`config.mk`:
```
export PLATFORM = sky130hd
export DESIGN_NAME = rd53_pixel_tot_counter
export DESIGN_NICKNAME = d
export VERILOG_FILES = /design/src/rtl/rd53_pix_pkg.sv /design/src/rtl/rd53_hit_fifo.sv /design/src/rtl/rd53_pixel_tot_counter.sv
export SDC_FILE = /design/constraint.sdc
export NUM_CORES = 1
export LEC_CHECK = 0
export ABC_AREA = 1
export CAP_MARGIN = 20
export CORE_MARGIN = 10
export CORE_UTILIZATION = 40
export CTS_CLUSTER_DIAMETER = 100
export DETAILED_ROUTE_END_ITERATION = 6
export DONT_BUFFER_PORTS = 1
export GPL_ROUTABILITY_DRIVEN = 0
export SLEW_MARGIN = 10
export SYNTH_ARGS = -nofsm -noshare
export SYNTH_HDL_FRONTEND = slang
export SYNTH_SLANG_ARGS = --single-unit
```
`constraint.sdc`:
```
create_clock -name CLK -period 2.23 [get_ports CLK]
set_clock_uncertainty 0.1 [all_clocks]
set_input_delay 0.446 -clock CLK [delete_from_list [all_inputs] [get_ports CLK]]
set_output_delay 0.446 -clock CLK [all_outputs]
set_load 0.01 [all_outputs]
```
`src/rtl/rd53_pix_pkg.sv`:
```
// Shared types and constants for the RD53 pixel ToT counter and its hit FIFO.
package rd53_pix_pkg;

    localparam int TOT_W_DFLT  = 4;
    localparam int BCID_W_DFLT = 8;
    localparam int DROP_CNT_W  = 8;

    typedef enum logic [1:0] {
        WAIT_LOW,
        IDLE,
        COUNT
    } tot_state_e;

    typedef struct packed {
        logic [TOT_W_DFLT-1:0]  tot;
        logic [BCID_W_DFLT-1:0] bcid;
    } hit_word_t;

endpackage

```
`src/rtl/rd53_hit_fifo.sv`:
```
// DEPTH-entry synchronous FIFO of hit words with a registered head word,
// registered valid/full flags and a synchronous clear that beats push and pop.
module rd53_hit_fifo
    import rd53_pix_pkg::*;
#(
    parameter int DEPTH = 4
) (
    input  logic      clk,
    input  logic      rst_n,
    input  logic      clear,
    input  logic      push,
    input  hit_word_t push_word,
    input  logic      pop,
    output logic      valid,
    output logic      full,
    output hit_word_t head
);

    localparam int             AW      = $clog2(DEPTH);
    localparam logic [AW:0]    DEPTH_C = (AW+1)'(DEPTH);
    localparam logic [AW:0]    ONE_C   = (AW+1)'(1);

    hit_word_t         mem_q [DEPTH];
    logic [AW-1:0]     wr_ptr_q, wr_ptr_d;
    logic [AW-1:0]     rd_ptr_q, rd_ptr_d;
    logic [AW-1:0]     rd_next;
    logic [AW:0]       count_q, count_d;
    hit_word_t         head_q, head_d;
    logic              valid_q, valid_d;
    logic              full_q, full_d;
    logic              do_push, do_pop;

    // NOTE: every signal gets a default at the top of the block, so no path
    // through it leaves a value unassigned and no latch is inferred.
    always_comb begin
        do_pop   = pop & valid_q & ~clear;
        do_push  = push & (~full_q | do_pop) & ~clear;
        rd_next  = rd_ptr_q + 1'b1;
        wr_ptr_d = wr_ptr_q;
        rd_ptr_d = rd_ptr_q;
        count_d  = count_q;
        head_d   = head_q;

        if (clear) begin
            wr_ptr_d = '0;
            rd_ptr_d = '0;
            count_d  = '0;
            head_d   = '0;
        end else begin
            if (do_push) begin
                wr_ptr_d = wr_ptr_q + 1'b1;
            end
            // The head register is loaded from the entry behind the one being
            // popped, or straight from the incoming word when that entry is new.
            if (do_pop) begin
                rd_ptr_d = rd_next;
                if (count_q > ONE_C) begin
                    head_d = mem_q[rd_next];
                end else if (do_push) begin
                    head_d = push_word;
                end
            end else if (do_push && !valid_q) begin
                head_d = push_word;
            end
            case ({do_push, do_pop})
                2'b10:   count_d = count_q + 1'b1;
                2'b01:   count_d = count_q - 1'b1;
                default: count_d = count_q;
            endcase
        end

        valid_d = (count_d != '0);
        full_d  = (count_d == DEPTH_C);
    end

    // NOTE: the storage array carries no reset; occupancy and pointers do, so
    // stale contents are never presented as valid.
    always_ff @(posedge clk) begin
        if (do_push) begin
            mem_q[wr_ptr_q] <= push_word;
        end
    end

    // NOTE: sequential state is updated only with non-blocking assignments.
    always_ff @(posedge clk or negedge rst_n) begin
        if (!rst_n) begin
            wr_ptr_q <= '0;
            rd_ptr_q <= '0;
            count_q  <= '0;
            head_q   <= '0;
            valid_q  <= 1'b0;
            full_q   <= 1'b0;
        end else begin
            wr_ptr_q <= wr_ptr_d;
            rd_ptr_q <= rd_ptr_d;
            count_q  <= count_d;
            head_q   <= head_d;
            valid_q  <= valid_d;
            full_q   <= full_d;
        end
    end

    assign valid = valid_q;
    assign full  = full_q;
    assign head  = head_q;

endmodule

```
`src/rtl/rd53_pixel_tot_counter.sv`:
```
// Per-pixel hit processor: synchronises HIT, measures ToT, tags the leading-edge
// BCID and queues the resulting words for the region readout.
module rd53_pixel_tot_counter
    import rd53_pix_pkg::*;
#(
    parameter int TOT_W       = TOT_W_DFLT,
    parameter int BCID_W      = BCID_W_DFLT,
    parameter int DEPTH       = 4,
    parameter int SYNC_STAGES = 2
) (
    input  logic                  CLK,
    input  logic                  RST_B,
    input  logic                  HIT,
    input  logic                  ENABLE,
    input  logic                  CLEAR,
    input  logic [BCID_W-1:0]     BCID,
    output logic                  OUT_VALID,
    input  logic                  OUT_READY,
    output logic [TOT_W-1:0]      OUT_TOT,
    output logic [BCID_W-1:0]     OUT_BCID,
    output logic                  OVERFLOW,
    output logic [DROP_CNT_W-1:0] DROP_CNT,
    output logic                  HIT_OR
);

    localparam logic [TOT_W-1:0] TOT_MAX = '1;

    logic [SYNC_STAGES-1:0] sync_q, sync_d;
    logic [SYNC_STAGES-1:0] prime_q, prime_d;
    logic                   hs, hs_d_q, primed;
    logic                   hit_or_q, hit_or_d;
    tot_state_e             state_q, state_d;
    logic [TOT_W-1:0]       tot_q, tot_d;
    logic [BCID_W-1:0]      bcid_q, bcid_d;
    logic                   push;
    logic                   drop;
    logic                   overflow_q, overflow_d;
    logic [DROP_CNT_W-1:0]  drop_cnt_q, drop_cnt_d;
    logic                   fifo_valid, fifo_full, fifo_pop;
    hit_word_t              push_word, head_word;

    // prime_q marks when the chain holds real HIT samples rather than reset
    // zeros, so a HIT already high at reset release is not mistaken for low.
    assign sync_d  = {sync_q[SYNC_STAGES-2:0], HIT};
    assign prime_d = {prime_q[SYNC_STAGES-2:0], 1'b1};
    assign hs      = sync_q[SYNC_STAGES-1];
    assign primed  = prime_q[SYNC_STAGES-1];
    assign hit_or_d = hs & ENABLE;

    always_comb begin
        state_d = state_q;
        tot_d   = tot_q;
        bcid_d  = bcid_q;
        push    = 1'b0;

        if (CLEAR) begin
            state_d = WAIT_LOW;
            tot_d   = '0;
            bcid_d  = '0;
        end else begin
            unique case (state_q)
                WAIT_LOW: begin
                    if (primed && !hs) begin
                        state_d = IDLE;
                    end
                end
                IDLE: begin
                    if (hs && !hs_d_q && ENABLE) begin
                        state_d = COUNT;
                        bcid_d  = BCID;
                        tot_d   = TOT_W'(1);
                    end
                end
                COUNT: begin
                    // Masking aborts the measurement; a still-high line must
                    // fall before another hit can be accepted.
                    if (!ENABLE) begin
                        state_d = hs ? WAIT_LOW : IDLE;
                    end else if (hs) begin
                        if (tot_q != TOT_MAX) begin
                            tot_d = tot_q + 1'b1;
                        end
                    end else begin
                        push    = 1'b1;
                        state_d = IDLE;
                    end
                end
                default: state_d = WAIT_LOW;
            endcase
        end
    end

    assign fifo_pop  = fifo_valid & OUT_READY;
    assign drop      = push & fifo_full & ~fifo_pop;
    assign push_word = '{tot: tot_q, bcid: bcid_q};

    always_comb begin
        overflow_d = drop & ~CLEAR;
        drop_cnt_d = drop_cnt_q;
        if (CLEAR) begin
            drop_cnt_d = '0;
        end else if (drop && (drop_cnt_q != '1)) begin
            drop_cnt_d = drop_cnt_q + 1'b1;
        end
    end

    always_ff @(posedge CLK or negedge RST_B) begin
        if (!RST_B) begin
            sync_q     <= '0;
            prime_q    <= '0;
            hs_d_q     <= 1'b0;
            hit_or_q   <= 1'b0;
            state_q    <= WAIT_LOW;
            tot_q      <= '0;
            bcid_q     <= '0;
            overflow_q <= 1'b0;
            drop_cnt_q <= '0;
        end else begin
            sync_q     <= sync_d;
            prime_q    <= prime_d;
            hs_d_q     <= hs;
            hit_or_q   <= hit_or_d;
            state_q    <= state_d;
            tot_q      <= tot_d;
            bcid_q     <= bcid_d;
            overflow_q <= overflow_d;
            drop_cnt_q <= drop_cnt_d;
        end
    end

    rd53_hit_fifo #(
        .DEPTH (DEPTH)
    ) u_fifo (
        .clk       (CLK),
        .rst_n     (RST_B),
        .clear     (CLEAR),
        .push      (push),
        .push_word (push_word),
        .pop       (fifo_pop),
        .valid     (fifo_valid),
        .full      (fifo_full),
        .head      (head_word)
    );

    assign OUT_VALID = fifo_valid;
    assign OUT_TOT   = head_word.tot;
    assign OUT_BCID  = head_word.bcid;
    assign OVERFLOW  = overflow_q;
    assign DROP_CNT  = drop_cnt_q;
    assign HIT_OR    = hit_or_q;

endmodule

```
After elaboration in Yosys (flattened, before gate mapping)
Memory sizes are Yosys's and may differ from the RTL's.
Index checks and enable logic that the tools add are counted.
Widths: inputs -> output; s select.
{"block": "word_totals", "ff_bits": 50, "ram_bits": 48, "in_bits": 14, "output_inout_bits": 23, "word_cells": 107, "mem_count": 1}
{"block": "classes", "addsub": 6, "order_cmp": 1, "eq_ne": 14, "muxes": 35, "bitwise": 13, "reduce_logical": 21}
{"name": "u_fifo.mem_q", "words": 4, "width": 12, "rd": 1, "rd_clocked_by_memory_dff": 0, "write_ports": 1, "line_no": "rd53_hit_fifo.sv:23", "source": "hit_word_t mem_q [DEPTH];"}
{"cell": "$mux 12", "count": 5}
{"cell": "$mux 8", "count": 5}
{"cell": "$mux 4", "count": 5}
{"cell": "$mux 2", "count": 9}
{"cell": "$ne 3x3->1 const B", "count": 5}
{"cell": "$reduce_bool 2->1", "count": 5}
{"cell": "$and 1x1->1", "count": 9}
{"cell": "$reduce_bool 3->1", "count": 3}
{"cell": "$add 8x1->8 const B", "count": 1}
{"cell": "$ne 4x4->1 const B", "count": 2}
{"cell": "$ne 8x8->1 const B", "count": 1}
{"cell": "$pmux 4 s2", "count": 1}
{"cell": "$mux 1", "count": 7}
{"cell": "$pmux 2 s3", "count": 1}
{"cell": "$pmux 3 s2", "count": 1}
{"cell": "$logic_and 1x1->1", "count": 5}
{"cell": "$reduce_and 5->1", "count": 1}
{"cell": "$add 2x1->2 const B", "count": 2}
{"cell": "$add 4x1->4 const B", "count": 1}
{"cell": "$eq 2x1->1 const B", "count": 2}
{"cell": "$eq 2x2->1 const B", "count": 2}
{"cell": "$ne 4x3->1 const B", "count": 1}
{"cell": "$reduce_and 2->1", "count": 2}
{"cell": "$add 3x1->3 const B", "count": 1}
{"cell": "9 further kinds", "count": 13}

Depth between registers and ports, before layout
{"block": "logic_depth", "depth_word": 10, "depth_mapped": 13, "depth_no_buf": 12}

By module
Synthesis repeated with hierarchy kept, for this count alone.
{"block": "unflattened", "cells_unflattened": 520, "hier_area_um2": 4699.5}
{"module": "rd53_hit_fifo", "n_inst": 1, "cells_per_inst": 330, "area_per_inst_um2": 3199.3, "seq_area_each_um2": 1966.9}
{"module": "rd53_pixel_tot_counter", "n_inst": 1, "cells_per_inst": 190, "area_per_inst_um2": 1500.2, "seq_area_each_um2": 725.7}

Worst setup path before layout
No wires, ideal clock.
{"block": "synth_path", "path_kind": "input -> register", "startpoint": "input CLEAR", "endpoint": "memory u_fifo.mem_q[0][0] in the netlist's numbering (enable)", "setup_time_ns": 0.380, "arrival_time_ns": 1.554, "required_ns": 1.750, "setup_slack_ns": 0.195, "stages": 6, "cell_sequence": "buf_6 -> nor2_8 -> nand2_4 -> nor2_4 -> nand2_1 -> nor2_1"}
{"block": "synth_via", "elab_chain_len": 7, "word_cells_on_any_way": 8, "cone_classes": "mux (3); bitwise (5)"}
{"item": "start: declaration", "line_no": "rd53_pixel_tot_counter.sv:15", "source": "input logic CLEAR,"}
{"item": "$not 1->1", "line_no": "rd53_hit_fifo.sv:36, rd53_hit_fifo.sv:37"}
{"item": "$and 1x1->1", "line_no": "rd53_hit_fifo.sv:36", "source": "do_pop = pop & valid_q & ~clear;"}
{"item": "$or 1x1->1", "line_no": "rd53_hit_fifo.sv:37", "source": "do_push = push & (~full_q | do_pop) & ~clear;"}
{"item": "$and 1x1->1", "line_no": "rd53_hit_fifo.sv:37"}
{"item": "$and 1x1->1 (*)", "line_no": "rd53_hit_fifo.sv:37"}
{"item": "$mux 1 (*)", "line_no": "rd53_hit_fifo.sv:79", "source": "if (do_push) begin"}
{"item": "$mux 1 (not written as such) (*)", "line_no": "rd53_hit_fifo.sv:80", "source": "mem_q[wr_ptr_q] <= push_word;"}
{"item": "end: declaration", "line_no": "rd53_hit_fifo.sv:23"}
Mark *: on every way between the ends. The rest lies on a longest branch, timed or not.

Worst setup path after layout
{"block": "layout_path", "startpoint": "register sync_q[1]", "endpoint": "register u_fifo.head_q (netlist bit u_fifo.head[7])"}
{"block": "layout_via", "elab_chain_len": 9, "word_cells_on_any_way": 10, "cone_classes": "eq/ne (1); mux (4); bitwise (2); reduce/logical (3)"}
{"item": "start: declaration", "line_no": "rd53_pixel_tot_counter.sv:28", "source": "logic [SYNC_STAGES-1:0] sync_q, sync_d;"}
{"item": "start signal: assignment", "line_no": "rd53_pixel_tot_counter.sv:119", "source": "sync_q <= sync_d;"}
{"item": "$mux 1 (*)", "line_no": "rd53_pixel_tot_counter.sv:79", "source": "end else if (hs) begin"}
{"item": "$mux 1 (*)", "line_no": "rd53_pixel_tot_counter.sv:77", "source": "if (!ENABLE) begin"}
{"item": "$mux 1 (*)", "line_no": "rd53_pixel_tot_counter.sv:61", "source": "unique case (state_q)"}
{"item": "$mux 1 (*)", "line_no": "rd53_pixel_tot_counter.sv:56", "source": "if (CLEAR) begin"}
{"item": "$and 1x1->1 (*) (2 in series)", "line_no": "rd53_hit_fifo.sv:37"}
{"item": "$logic_and 1x1->1", "line_no": "rd53_hit_fifo.sv:62", "source": "end else if (do_push && !valid_q) begin"}
{"item": "$reduce_bool 3->1 (no line)"}
{"item": "$reduce_and 2->1 (no line) (*)"}
{"item": "end signal: assignment", "line_no": "rd53_hit_fifo.sv:90", "source": "head_q <= '0;"}
{"item": "end signal: assignment", "line_no": "rd53_hit_fifo.sv:97", "source": "head_q <= head_d;"}
{"item": "end: declaration", "line_no": "rd53_hit_fifo.sv:28", "source": "hit_word_t head_q, head_d;"}
Marks and branches as above.
A chain may end at the register's enable or synchronous reset.

==> metrics.csv <==
metric,value,unit
max-slew violation count,0,
Hold Path Depth,0,
DR WL met2,4.91,mm
worst skew pair latency,0.34,ns
antenna-violating nets left,0,
period utilization,0.892,
largest net degree at the start of global routing,51,
hold path endpoint,sync_q[0],
startpoint type of the worst setup path,flop,
Metal-1 WL,4.32,mm
chip height,128,um
routed wire length,10.2,mm
"setup slack, reg-to-reg",0.24,ns
Sink Count,98,
fill cell count,1102,
effective utilization at floorplan,0.408,
"Distinct cells, synth",39,
"Top FF cell, synth",dfrtp_1,
Mapped Area,0.00466,sq mm
Buf/Inv on CP,2,
fin area,0.00515,sq mm
number of global-route vias before repair,3365,
Max Cap Viol,0,
top-area cell type share of the netlist area,0.310,
drt drc,0,
"count leader, synth",nand2_1,
Top Metal Used,met4,
slowest CP cell,dfrtp_1,
RSZ-0062 raised after global routing,false,
DR vias/cell,4.87,
clock root cell,clkbuf_16,
"CTS clk-pin slew, worst paths",0.07,ns
vias post-DR,3231,
sequential-to-total area share from yosys stat,0.578,
CTS tree,built,
FF-to-FF End,u_fifo.head[7],
Site Rows,39,
IO Port Bufs,0,
Reg2Reg Depth,11,
Final Power,0.00373,W
CP Capture Type,flop,
Pleak,2.40,nW
Synth async-reset ratio,0.510,
die width,128,um
total CTS buffers,9,
status,"finished, final reports clean",
H-Tree Depth,3,
average size of a mapped cell,9.18,sq um
most instantiated cells after synthesis,"nand2_1, inv_1, dfrtp_1",
total gr overflow,0,
initial antenna violation count,0,
TNS Setup,0,ns
metal3 WL,756,um
WS Path Type,flop to flop,
Setup Viol. Count Final,0,
cell taking the most area after synthesis,edfxtp_1,
first-pass GRT wire length,16.9,mm
cell mode on critical path,nand2_1,
first drt pass iteration count,5,
hold wc startpoint,HIT,
Placement Setup Slack,0.235,ns
share of cells above drive strength 1,0.0845,
Period minus WS final,1.99,ns
Post-synth EDFFs,48,
"Hold Vio Cnt, Final",0,
final HPWL from detailed placement,6.61,mm
Hold WC Path Type,primary input to flop,
VDD IR-drop max,0.558,mV
post_cts resized,0,
syn_nets,532,
core area,0.0114,sq mm
Synth Warn #,0,
Worst Hold Slack,0.0300,ns
CTS Buffer Depth,2,
Max-slew headroom,0.644,
initial drt markers,222,
"Data required, critical path",2.42,ns
ranking of synthesized cells by area,"edfxtp_1, dfrtp_1, nand2_1",
Final WS setup,0.240,ns
IO Pins,37,
full die area,0.0164,sq mm
Synth-to-Final Area Change,10.6,%
all-layer global routing usage,0.131,
nets@finish,541,
Worst Path Max Fanout,12,
Antenna Cells,0,
Gate Count Post-Synth,507,
r2r startpoint,sync_q[1],
CP Data Arrival Time,2.18,ns
crit-path max cell delay,0.36,ns
pin slew with the least headroom to its limit,0.533,ns
Cell Pwr Density,724,mW/mm^2
CP top delay family,simple AND/OR/NAND/NOR gates,
Max Freq,0.502,GHz
WL/cell,15.3,um
cells along the critical path,"inv_1, nand2_1, nor2_4, nand2_1, ha_1, nand2_1, nor2_1, inv_1, nand2_2, nand2_1, nand2_1",
area post-placement,0.00481,sq mm
Seq cells post-synth,98,
## stage by stage
stage	util	instances
final	0.451	664
after global routing	0.451	664
after floorplan	-	507
after detailed placement	0.422	646
after CTS	0.451	664
after global placement	0.422	646
## worst max-delay path by stage
stage / startpoint / endpoint / slack [ns] / cells past startpoint
after floorplan: CLEAR / u_fifo.mem_q[0][0] / 0.20 / 6
after global placement: sync_q[1] / u_fifo.head[11] / 0.30 / 10
after detailed placement: ENABLE / u_fifo.head[7] / 0.24 / 10
after CTS: sync_q[1] / u_fifo.valid / 0.23 / 12
after global routing: sync_q[1] / u_fifo.valid / 0.06 / 12
final: sync_q[1] / u_fifo.head[7] / 0.24 / 11
## repair_timing
item	4_1_cts	5_1_grt
setup buffers	0	0
hold buffers	2	0
endpoints found under the hold margin	50	0
## routing by layer
| layer | global-route usage | vias to the layer above |
|---|---|---|
| met5 | 0 | - |
| met4 | 0.0450 | 0 |
| met3 | 0.0459 | 11 |
| met2 | 0.220 | 73 |
| met1 | 0.152 | 1523 |
| li1 | - | 1624 |
## kinds of logic (layout without fill, tap and decap cells)
group,count (synthesis),after routing,share of synthesized area
buffers and inverters,77,91,0.0739
flip-flops,98,98,0.578
other,1,1,0.000805
AND/OR/NAND/NOR,285,285,0.268
adder cells (fa/ha/maj),11,11,0.0296
XOR/XNOR,4,4,0.00753
AO/OA/AOI/OAI,31,31,0.0419
## placed cells by master (no fill, tap or decap), types with 2 or more instances in the layout
cell type,n
clkbuf_16,9
o21ai_0,18
nor2_1,22
o21ai_1,2
edfxtp_1,48
clkinvlp_4,2
nand2_1,189
nand4_1,2
or2_1,4
nand2_2,3
dfrtp_1,50
o22ai_1,2
or2_0,5
or2_2,2
o31ai_1,2
nor2_2,2
xor2_1,3
inv_6,2
nand3_1,47
inv_1,60
nor3_1,2
nand2_4,2
ha_1,11
a21oi_1,2
buf_4,12
## power by group
group	internal (W)	total (W)	switching, W
Combinational	0.0000514	0.000164	0.000113
Sequential	0.00195	0.00201	0.0000650
Clock	0.000872	0.00155	0.000675
## registers in the layout (all words and copies together), names as in the netlist, 2 cells and up
name and flops:
u_fifo.mem_q 48, u_fifo.head 12, DROP_CNT 8, bcid_q 8, tot_q 4, u_fifo.count_q 3
prime_q 2, state_q 2, sync_q 2, u_fifo.rd_ptr_q 2, u_fifo.wr_ptr_q 2
## area by class of cell
type                       count  area [sq um]  share of cell area
multi-input combinational    332          1620               0.315
clock inverter                 6          66.3              0.0129
inverter                      61           234              0.0455
sequential                    98          2690               0.523
timing repair buffer          14           128              0.0248
tap                          143           179              0.0348
clock buffer                  10           229              0.0445
No activity file was read; power rests on OpenSTA's default activity.
